## src/rtl/disp_vramctrl.sv

```systemverilog
// disp_vramctrl: fetches one display frame from VRAM as AXI read bursts and streams the beats into a pixel FIFO
module disp_vramctrl #(
    parameter int H_PIX  = 640,
    parameter int V_LINE = 480,
    parameter int BURST  = 16
) (
    input  logic        ACLK,
    input  logic        ARST,
    input  logic        DISPON,
    input  logic        VRSTART,
    input  logic [28:0] DISPADDR,
    input  logic        BUF_WREADY,
    output logic        FIFORST,
    output logic [63:0] FIFOIN,
    output logic        FIFOWR,
    output logic [31:0] ARADDR,
    output logic [7:0]  ARLEN,
    output logic        ARVALID,
    input  logic        ARREADY,
    input  logic [63:0] RDATA,
    input  logic        RLAST,
    input  logic        RVALID,
    output logic        RREADY,
    output logic        BUSY
);
    localparam int BURSTS = H_PIX * V_LINE / 2 / BURST;
    localparam int CW = $clog2(BURSTS + 1);
    localparam logic [CW-1:0] LAST_BURST = CW'(BURSTS - 1);
    localparam logic [28:0] STEP = 29'(BURST * 8);

    typedef enum logic [1:0] {IDLE, WAITBUF, SETADDR, READ} state_t;

    state_t state, state_nx;
    logic [28:0] addr;
    logic [CW-1:0] cnt;
    logic start, beat, done;

    assign start = state == IDLE && VRSTART && DISPON;
    assign beat = state == READ && RVALID;
    assign done = beat && RLAST;

    // state register
    always_ff @(posedge ACLK or negedge ARST)
        if (!ARST) state <= IDLE;
        else state <= state_nx;

    // next state; DISPON is only honoured between bursts so a burst is never cut short
    always_comb begin
        state_nx = state;
        case (state)
            IDLE:    state_nx = start ? WAITBUF : IDLE;
            WAITBUF: state_nx = !DISPON ? IDLE : BUF_WREADY ? SETADDR : WAITBUF;
            SETADDR: state_nx = ARREADY ? READ : SETADDR;
            READ:    state_nx = !done ? READ : (cnt == LAST_BURST || !DISPON) ? IDLE : WAITBUF;
            default: state_nx = IDLE;
        endcase
    end

    // frame address, burst count and the one-cycle FIFO flush at frame start
    always_ff @(posedge ACLK or negedge ARST)
        if (!ARST) begin
            addr <= '0;
            cnt <= '0;
            FIFORST <= 1'b0;
        end else begin
            FIFORST <= start;
            if (start) begin
                addr <= DISPADDR;
                cnt <= '0;
            end else if (done) begin
                addr <= addr + STEP;
                cnt <= cnt + CW'(1);
            end
        end

    assign ARVALID = state == SETADDR;
    assign ARADDR = ARVALID ? {3'b000, addr} : '0;
    assign ARLEN = ARVALID ? 8'(BURST - 1) : '0;
    assign RREADY = state == READ;
    assign FIFOWR = beat;
    assign FIFOIN = beat ? RDATA : '0;
    assign BUSY = state != IDLE;
endmodule

```

## config.mk

```make
export PLATFORM = sky130hd
export DESIGN_NAME = disp_vramctrl
export DESIGN_NICKNAME = d
export VERILOG_FILES = /design/src/rtl/disp_vramctrl.sv
export SDC_FILE = /design/constraint.sdc
export NUM_CORES = 1
export LEC_CHECK = 0
export CORE_MARGIN = 5
export CORE_UTILIZATION = 32
export DETAILED_ROUTE_END_ITERATION = 7
export GPL_TIMING_DRIVEN = 0
export PLACE_DENSITY = 0.88
export SYNTH_ARGS = -nofsm -noshare
export SYNTH_HDL_FRONTEND = slang
export SYNTH_SLANG_ARGS = --single-unit
```

## constraint.sdc

```tcl
create_clock -name ACLK -period 1.57 [get_ports ACLK]
set_input_delay 0.157 -clock ACLK [delete_from_list [all_inputs] [get_ports ACLK]]
set_output_delay 0.157 -clock ACLK [all_outputs]
set_load 0.01 [all_outputs]
```

# [Yosys cells after proc, flatten, opt, wreduce, memory -nomap -nowiden]
# Index checks and enable logic that the tools add are counted.
# Widths: inputs -> output; s select.
[totals] latchBits=0 ramBits=0 out_inout_bits=109 register_bits=46 rom_bits=0 inputBits=101 mem_count=0
[classes] shift=0 div_mod_pow=0 magnitude_cmp=0 bitwise=0 n_mux=14 addsub=2 multipliers=0 reduce_logical=9 n_eq_ne=4
[ops] operator="$mux 29" count=3
[ops] operator="$mux 64" count=1
[ops] operator="$add 29x8->29 const B" count=1
[ops] operator="$mux 14" count=2
[ops] operator="$add 14x1->14 const B" count=1
[ops] operator="$eq 14x14->1 const B" count=1
[ops] operator="$pmux 2 s4" count=1
[ops] operator="$mux 2" count=3
[ops] operator="$eq 2x2->1 const B" count=2
[ops] operator="$logic_and 1x1->1" count=4
[ops] operator="$mux 4" count=1
[ops] operator="$reduce_bool 2->1" count=2
[ops] operator="$mux 1" count=3
[ops] operator="$eq 2x1->1 const B" count=1
[ops] operator="$logic_not 2->1" count=1
[ops] operator="$logic_not 1->1" count=1
[ops] operator="$logic_or 1x1->1" count=1

# [Longest topological paths before layout]
# Gate-level depths: netlist of the first run.
[depth] ltp_word=5 mapped_depth=6 ltp_nobuf=6

# [Worst setup path before layout of the first run]
# OpenSTA, ideal clock, no wires.
[synth_path] kind="flip-flop to flip-flop" startpoint="register addr[14]" endpoint="register addr[23]" stages_incl_launch_ff=6 path_slack_ps=11 period_less_slack_ps=1559 t_arrival_ps=1422 path_cell_list="dfrtp_1 nand4_2 nor4_4 nand2_1 o211ai_1 o311ai_1"
[synth_between] elab_chain_cells=3
[synth_lines] element="from (decl)" line="34" rtl="logic [28:0] addr;"
[synth_lines] element="from (signal assigned)" line="71" rtl="addr <= addr + STEP;"
[synth_lines] element="$add 29x8->29" line="71"
[synth_lines] element="$mux 29" line="70" rtl="end else if (done) begin"
[synth_lines] element="$mux 29" line="67" rtl="if (start) begin"
# Every way passes these cells. The select of a mux whose other input is x is not followed.
# A chain may end at the register's enable or synchronous reset.

# [Worst setup path in the final report of the first run]
[layout_path] startpoint="register state[0]" endpoint="output port ARADDR[8]"
[layout_between] elab_chain_cells=2
[layout_lines] element="from (decl)" line="33" rtl="state_t state, state_nx;"
[layout_lines] element="from (signal assigned)" line="45" rtl="else state <= state_nx;"
[layout_lines] element="$eq 2x2->1" line="76" rtl="assign ARVALID = state == SETADDR;"
[layout_lines] element="$mux 29" line="77" rtl="assign ARADDR = ARVALID ? {3'b000, addr} : '0;"
[layout_lines] element="to (decl)" line="16" rtl="output logic [31:0] ARADDR,"
# Every way passes these cells.

==> results of run 1 <==
==> worst max path at each step <==
stage	endpoint	cells past startpoint
6_report	ARADDR[8]	7
5_1_grt	ARADDR[8]	7
2_1_floorplan	addr[23]	5
4_1_cts	FIFOIN[30]	6
3_3_place_gp	FIFOIN[22]	6
3_5_place_dp	FIFOIN[22]	6
==> report_power, final <==
group / switching [mW] / total (mW) / internal (mW)
Sequential: 0.526 / 2.16 / 1.63
Combinational: 2.29 / 5.66 / 3.37
Clock: 0.406 / 0.883 / 0.477
==> through the flow <==
step / power (mW) / TNS (ns)
finish: 8.70 / -9.29
global route: 9.20 / -17.06
CTS: 7.92 / -10.58
detailed placement: 5.77 / -86.33
global placement: 5.65 / -119.21
floorplan: 3.75 / 0
==> flip-flops by register name (all words and copies together), names as in the netlist <==
name,flops
FIFORST,1
state,2
addr,29
cnt,14
==> worst max-delay path, cell delays in order, from the launching register on <==
cell and delay, ns:
dfrtp_1 0.42, buf_6 0.14, nor2b_4 0.15, buf_6 0.14, buf_8 0.11, buf_6 0.11, and2_4 0.14, buf_6 0.10
==> cell usage after synthesis, types with 3 or more instances <==
cell      count
nor3_1        5
and3_1        4
xor2_1       20
nand2_1      55
clkbuf_1     15
buf_4        11
and2_1       98
a21oi_1       5
nand4_1       6
nand4_2       3
dfrtp_1      46
o211ai_1      3
nor2_1       21
o21ai_0      17
and4_1        4
xnor2_1       5
nand3_1      12
or3_1         3
==> final cells by class <==
type	instances	area share [%]
timing repair buffer	247	40.3
inverter	2	0.138
buffer	28	4.32
tap	129	2.55
antenna	1	0.0395
multi-input combinational	295	32.7
sequential	46	18.3
clock inverter	1	0.474
clock buffer	7	1.20
==> timing repair <==
| item | 4_1_cts | 5_1_grt |
|---|---|---|
| endpoints found under the hold margin | 20 | 0 |
| endpoints found under the setup margin | 144 | 141 |
| gates resized for setup | 591 | 107 |
| cloned | 11 | 1 |
| setup buffers | 22 | 15 |
| pin swaps | 43 | 39 |
| hold buffers | 1 | 0 |
==> cells by family after synthesis <==
group	synth area share, %
fa+ha+maj	0.821
buf+inv	5.25
other cells	0.123
flops	37.8
compound gates	7.02
simple gates	41.9
xor+xnor	7.18
==> per-layer routing <==
layer	global-route usage [%]	vias to the layer above
met5	0	-
met4	6.40	0
met3	6.12	36
met2	44.3	191
met1	23.7	1758
li1	-	1710
==> key figures, run 1 <==
Place
  – DP Wirelength: between 9000 and 10000 um
  – GP Congestion: about 0.96
  – Area after DPL: 5270 um2
  – Dpl cells: between 700 and 800
  – Place WS: -0.913 ns
  – Port bufs: 202

Global route
  – Global-route usage over all layers: 22.8%
  – First-pass GRT wire length: between 20000 and 25000 um
  – Antenna violations before repair: 1
  – Largest net degree at the start of global routing: 27
  – Gr ovfl total: 0
  – Vias in the first global route: 3865

Detailed routing
  – DR top layer: met4
  – Routed Antenna Nets: 0
  – Drt wl/cell: 19.1 um
  – First drt pass iteration count: 4
  – DRC: 0
  – Vias: roughly 3700
  – Met3 WL: around 1200 um
  – Vias per cell: between 4 and 5
  – Iter 0 DRT Violations: between 200 and 300
  – Met2 WL post-DR: 7950 um
  – Final wirelength: 14500 um
  – Met1 Routed Length: 4810 um

Logic synthesis
  – Seq cells post-synth: 46
  – Top cells by area, synth: dfrtp_1, and2_1, nand2_1
  – Ys flop type: dfrtp_1
  – Sequential-to-total area share from yosys stat: 37.8%
  – Count of different cell masters after synthesis: 41
  – Post-synth ARST share: 100%
  – Area share of the leading cell type in the synthesized netlist: between 30% and 40%
  – Synth warn: 0
  – Area leader, netlist: dfrtp_1
  – Syn Area/Cell: 8.35 um2
  – Post-synth EDFFs: 0
  – Post-Synthesis Cells: 365
  – Synthesized cell area: about 3000 um2

Timing
  – Max transition margin: 64.7%
  – Hold slack: 0.350 ns
  – Final hold vios: 0
  – Fin crit share: 112%
  – Worst Slack Setup Final: -0.192 ns
  – Final setup violation count: 98
  – Max Clk Rate: ~570 MHz
  – Worst Skew: 0.00924 ns
  – Worst slew pin tran: 0.529 ns
  – Tmin final: between 1.5 and 2 ns
  – Slew Viols, Final: 0
  – RSZ-0062 raised after global routing: yes

Layout
  – Cell area after layout: between 6000 and 7000 um2
  – Area of the multi-input gates: between 2000 and 2500 um2
  – Register area: 1160 um2
  – Commonest non-fill, non-tap cell in the layout: buf_6
  – Final cell count without fillers: 756
  – Layout cells sized above 1: 46.5%
  – Most frequent cells in the layout: buf_6, clkdlybuf4s50_1, and2_4, nand2_1, dfrtp_1
  – Area grow syn2layout: 108%
  – Fill count: 666
  – Post-layout util: just under 70%
  – Nets: 728

Worst setup path
  – R2R Setup Slk: -0.11 ns
  – Worst setup startpoint: state[0]
  – Worst Setup End Kind: output port
  – Worst EP required: 1.41 ns
  – Worst-path maximum fanout: 5
  – Arrival @ worst endpoint: 1.61 ns
  – CP Class: reg2out
  – Worst R2R End: addr[16]
  – Setup crit start kind: flip-flop
  – Reg2Reg Depth: 6
  – FF-to-FF Start: state[0]

Clocking
  – CTS tree: yes
  – Clock Path Buffers: 2
  – Worst-Skew Late Latency: 0.30 ns
  – Worst-path clk slew: around 0.090 ns
  – CTS Buf Count: 5
  – Clock Sinks: 46
  – Root Driver: clkbuf_8
  – H-tree depth: 2

Floorplanning
  – Site row count: 35
  – Die H: about 110 um
  – Top-Level Pins: between 200 and 250
  – Starting Density: approximately a third
  – Chip width: 108 um
  – Core Region: between 9000 and 10000 um2
  – Die area: 11600 um2

Job
  – Max-Cap Viols: 0

Power
  – Pwr per Cell Area: 1370 nW/um2
  – Leak pwr: 2.95 nW
  – Peak supply drop: slightly above 0.0009 V

Worst hold path
  – Worst hold path type: in2async

Run status
  – Status: complete, but fails checks
  – Violated checks: setup timing
Note: power is estimated with default switching activity, not from simulation.
==> inputs of run 2 (changes only) <==
--- a/config.mk
+++ b/config.mk
@@ -10,6 +10,7 @@
 export DETAILED_ROUTE_END_ITERATION = 7
 export GPL_TIMING_DRIVEN = 0
 export PLACE_DENSITY = 0.88
+export SKIP_CTS_REPAIR_TIMING = 1
 export SYNTH_ARGS = -nofsm -noshare
 export SYNTH_HDL_FRONTEND = slang
 export SYNTH_SLANG_ARGS = --single-unit
==> run 2 against run 1 <==
Compared with the run above: the flow still finishes with violations (setup timing); global-route usage down 3.8 points; clock-buffer cell count unchanged; hold slack better by 0.0069 ns; cell area down 8.2%; clock power down 1%; critical path depth unchanged; total power down 9.7%; clock skew up 0.0026 ns; combinational power down 15%; register-to-register slack better by 0.02 ns; critical path type unchanged; critical endpoint is now ARADDR[7]; largest power group unchanged.
==> key figures, run 2 (synthesis gave the netlist of run 1 again) <==
Floorplanning
  – Starting Density: approximately 33%
  – Die area: approximately 12000 um2
  – Site row count: 35
  – Die H: 108 um
  – Chip width: approximately 110 um
  – Core Region: approximately 9300 um2
  – Top-Level Pins: between 200 and 250

Detailed routing
  – Vias per cell: approximately 4.8
  – Vias: 3551
  – Drt wl/cell: between 15 and 20 um
  – Iter 0 DRT Violations: between 200 and 250
  – First drt pass iteration count: 4
  – Routed Antenna Nets: 0
  – DRC: 0
  – Final wirelength: 13300 um

Worst setup path
  – Setup crit start kind: flip-flop
  – Arrival @ worst endpoint: 1.63 ns
  – CP Class: reg2out
  – Worst-path maximum fanout: 7
  – Worst Setup End Kind: output port
  – Worst EP required: 1.41 ns
  – Reg2Reg Depth: 6

Power
  – Leak pwr: 2.85 nW
  – Switching Fraction: a little under two fifths
  – P_int: slightly below 5 mW
  – Clock share of power: between 10 and 15%
  – Peak supply drop: 0.000796 V
  – P_sw: between 2 and 3 mW
  – Reg power frac: 27.7%
  – Combinational power share: 61.1%
  – Pwr per Cell Area: approximately 1400 nW/um2

Run status
  – Status: complete, but fails checks
  – Violated checks: setup timing

Job
  – Max-Cap Viols: 0

Clocking
  – H-tree depth: 2
  – Worst-Skew Late Latency: 0.30 ns
  – Clock Sinks: between 40 and 50
  – Worst-path clk slew: 0.09 ns
  – Root Driver: clkbuf_8
  – Clock Path Buffers: 2
  – CTS Buf Count: 5
  – CTS tree: yes

Timing
  – Max Clk Rate: 558 MHz
  – RSZ-0062 raised after global routing: yes
  – Final setup violation count: 112
  – Tmin final: 1.79 ns
  – Worst slew pin tran: 0.543 ns
  – Worst Slack Setup Final: -0.222 ns
  – Worst Skew: 0.0118 ns
  – Slew Viols, Final: 0
  – Fin crit share: 114%
  – Max transition margin: between 60 and 70%
  – Final hold vios: 0

Layout
  – Max reg flops: 29
  – Nets: ~710
  – Most flops, register: addr
  – Area grow syn2layout: 90.8%
  – Register area: 1160 um2
  – Most frequent cells in the layout: clkdlybuf4s50_1, buf_6, and2_1, nand2_1, clkbuf_2
  – Post-layout util: 62.7%
  – Commonest non-fill, non-tap cell in the layout: clkdlybuf4s50_1
  – Area of the multi-input gates: approximately 2000 um2
  – Layout cells sized above 1: 36.9%
  – Fill count: 772
  – Top Registers: addr x29, cnt x14, state x2
  – N_diodes: 0

Global route
  – Largest net degree at the start of global routing: 27
  – Vias in the first global route: 3400
  – Gr ovfl total: 0
  – Global-route usage over all layers: 19.0%
  – Antenna violations before repair: 0
  – First-pass GRT wire length: 17500 um

Worst hold path
  – Worst hold path type: in2async

Place
  – Place WS: -0.913 ns
  – DP Wirelength: 9840 um
  – GP Congestion: 0.963
  – Port bufs: 202
## run 2: cell types whose count changed in the layout (fill, tap and decap cells not counted), sizes merged
cell	change
diode	-1
clkinvlp	+1
clkbuf	+38
dlygate4sd2	-2
buf	-59
nand4	-1
clkinv	-1
dlymetal6s2s	+10
## run 2: worst paths after layout
| kind | from | end | slack (ns) |
|---|---|---|---|
| min reg2reg | addr[0] | addr[0] | 0.49 |
| min in group ACLK | RVALID | cnt[0] | 0.39 |
| max | state[1] | ARADDR[7] | -0.22 |
| max reg2reg | state[0] | addr[15] | -0.09 |
| min | ARST | addr[18] | 0.36 |
| max in group asynchronous | ARST | addr[7] | 0.67 |
## run 2: power by group through the flow
stage / clock [mW] / combinational, mW / sequential, mW
2_1_floorplan: 0 / 1.77 / 1.98
3_3_place_gp: 0 / 3.58 / 2.07
3_5_place_dp: 0 / 3.66 / 2.11
4_1_cts: 0.880 / 3.68 / 2.09
5_1_grt: 0.944 / 5.15 / 2.26
6_report: 0.874 / 4.81 / 2.18
## run 2: metrics by stage
step                cell area (um2)  power [mW]  std cells  hold WS [ns]  setup TNS [ns]
floorplan                      3070        3.75        371        -0.139               0
global placement               5260        5.65        702         0.450         -119.21
detailed placement             5270        5.77        703         0.157          -86.33
CTS                            5380        6.65        711        -0.165          -99.72
global route                   5820        8.35        741         0.393          -18.57
finish                         5820        7.86        741         0.357          -10.09
## run 2: final cells by class
cell class / count / share of cell area (%)
clock inverter: 1 / 0.516
buffer: 29 / 4.73
multi-input combinational: 294 / 33.4
timing repair buffer: 233 / 37.1
inverter: 2 / 0.194
sequential: 46 / 19.9
clock buffer: 7 / 1.31
tap: 129 / 2.77
## run 2: per-layer routing
layer,GRT usage (%),vias to the layer above,share of wire (%)
li1,-,1679,-
met1,20.3,1689,35
met2,37.1,164,55
met3,4.62,19,8.2
met4,4.33,0,1.7
met5,0,-,0
## run 2: critical path: stages, from the launching register on
cell and delay (ns):
dfrtp_2 0.45, buf_6 0.13, nor2b_4 0.13, buf_6 0.12
buf_6 0.13, buf_6 0.12, and2_4 0.15, buf_6 0.11
==> inputs of run 3 (changes only) <==
--- a/config.mk
+++ b/config.mk
@@ -5,11 +5,15 @@
 export SDC_FILE = /design/constraint.sdc
 export NUM_CORES = 1
 export LEC_CHECK = 0
+export CELL_PAD_IN_SITES_DETAIL_PLACEMENT = 0
+export CELL_PAD_IN_SITES_GLOBAL_PLACEMENT = 1
 export CORE_MARGIN = 5
-export CORE_UTILIZATION = 32
+export CORE_UTILIZATION = 22
 export DETAILED_ROUTE_END_ITERATION = 7
 export GPL_TIMING_DRIVEN = 0
-export PLACE_DENSITY = 0.88
+export HOLD_SLACK_MARGIN = 0.02
+export PLACE_DENSITY = 0.89
+export SETUP_SLACK_MARGIN = 0.3
 export SKIP_CTS_REPAIR_TIMING = 1
 export SYNTH_ARGS = -nofsm -noshare
 export SYNTH_HDL_FRONTEND = slang
==> run 3 against run 2 <==
Compared with the run above: the run still ends with setup timing left; fmax increased by 4.0%; sequential share of layout area decreased by 2.6 points; cell count increased by 11%; clock skew decreased by 0.0087 ns; critical endpoint is now ARADDR[27]; routed wire length increased by 7.2%; via count increased by 3.4%; highest routed layer unchanged; non-clock buffer count increased by 33; combinational power increased by 11%.
==> key figures, run 3 (synthesis gave the netlist of run 1 again) <==
Run status
  – Status: complete, but fails checks
  – Violated checks: setup timing

Timing
  – Worst Skew: 0.00305 ns
  – Slew Viols, Final: 0
  – Fin crit share: 110%
  – Hold slack: between 0.3 and 0.4 ns
  – Worst Slack Setup Final: -0.153 ns
  – Final setup violation count: 102
  – RSZ-0062 raised after global routing: yes
  – Final hold vios: 0
  – Tmin final: around 1.7 ns
  – Max Clk Rate: 581 MHz

Clocking
  – Clock Path Buffers: 2
  – Clock Sinks: 46
  – Root Driver: clkbuf_16
  – CTS tree: yes
  – Worst-Skew Late Latency: 0.29 ns
  – CTS Buf Count: 5
  – Worst-path clk slew: 0.07 ns
  – H-tree depth: 2

Global route
  – Antenna violations before repair: 0
  – Gr ovfl total: 0
  – Largest net degree at the start of global routing: 33
  – First-pass GRT wire length: between 15000 and 20000 um
  – Vias in the first global route: 3387
  – Global-route usage over all layers: around 15%

Layout
  – Post-layout util: 49.2%
  – Nets: ~750
  – Max reg flops: 29
  – Cell area after layout: 6750 um2
  – Layout cells sized above 1: roughly 52%
  – N_diodes: 0
  – Final cell count without fillers: slightly above 800
  – Area grow syn2layout: 121%
  – Most flops, register: addr
  – Top Registers: addr x29, cnt x14, state x2
  – Most frequent cells in the layout: buf_6, clkdlybuf4s50_1, and2_4, buf_4, nand2_1

Detailed routing
  – First drt pass iteration count: 4
  – Final wirelength: roughly 14000 um
  – Drt wl/cell: 17.3 um
  – Routed Antenna Nets: 0
  – Iter 0 DRT Violations: 127
  – Vias: 3673
  – Vias per cell: between 4 and 5
  – DRC: 0

Floorplanning
  – Chip width: 128 um
  – Core Region: 13700 um2
  – Site row count: 43
  – Die area: roughly 16000 um2
  – Die H: 128 um
  – Starting Density: ~22%
  – Top-Level Pins: 210

Place
  – GP Congestion: 0.845
  – Port bufs: 202
  – Dpl cells: about 750
  – DP Wirelength: 10600 um
  – Area after DPL: roughly 5400 um2

Worst hold path
  – Worst hold path type: in2async

Job
  – Max-Cap Viols: 0

Power
  – Leak pwr: 3.15 nW
  – Pwr per Cell Area: between 1000 and 1500 nW/um2
  – Peak supply drop: 0.000514 V

Worst setup path
  – Setup crit start kind: flip-flop
  – Worst EP required: 1.41 ns
  – Reg2Reg Depth: 7
  – Arrival @ worst endpoint: 1.57 ns
  – R2R Setup Slk: -0.09 ns
  – Worst Setup End Kind: output port
  – FF-to-FF Start: state[0]
  – Worst-path maximum fanout: 7
  – CP Class: reg2out
  – Worst R2R End: addr[23]
==> run 3: metrics by stage <==
| step | setup slack (ns) | total power [mW] | setup TNS, ns |
|---|---|---|---|
| detailed placement | -0.699 | 5.93 | -62.56 |
| CTS | -0.848 | 7.36 | -71.85 |
| global placement | -1.23 | 5.85 | -109.76 |
| global route | -0.208 | 9.51 | -17.66 |
| finish | -0.153 | 8.96 | -10.28 |
| floorplan | 0.0976 | 3.85 | 0 |
==> run 3: per-layer routing <==
| layer | wire length, um | up-vias | share of wire, % | global-route usage (%) |
|---|---|---|---|---|
| met5 | 0 | - | 0 | 0 |
| met4 | 170 | 0 | 1.2 | 3.75 |
| met3 | 1020 | 9 | 7.1 | 3.21 |
| met2 | 7760 | 134 | 54 | 26.9 |
| met1 | 5360 | 1778 | 37 | 17.1 |
| li1 | - | 1752 | - | - |
==> run 3: how the worst max path moves through the flow <==
stage	start	endpoint	slack (ns)	cells after the start
6_report	state[1]	ARADDR[27]	-0.15	6
5_1_grt	state[1]	ARADDR[15]	-0.21	6
4_1_cts	state[0]	ARADDR[14]	-0.85	5
3_5_place_dp	RVALID	FIFOIN[15]	-0.70	6
3_3_place_gp	ARST	state[1]	-1.23	1
2_1_floorplan	addr[9]	addr[23]	0.1	5
==> run 3: final cells by class <==
type,count,area (um2)
clock inverter,3,68.8
clock buffer,5,125
fill,1282,6970
tap,180,225
sequential,46,1160
inverter,2,12.5
multi-input combinational,294,2210
timing repair buffer,266,2620
buffer,29,319
==> run 3: report_power, final <==
| part | switching (mW) | internal [mW] |
|---|---|---|
| Combinational | 2.17 | 3.18 |
| Clock | 0.484 | 0.915 |
| Sequential | 0.573 | 1.65 |
==> run 3: worst max-delay path, stage by stage, from the launching register on <==
cell       delay, ns
dfrtp_2         0.46
buf_6           0.14
nor2b_4         0.13
buf_6           0.12
clkbuf_16       0.15
and2_4          0.16
buf_6           0.12
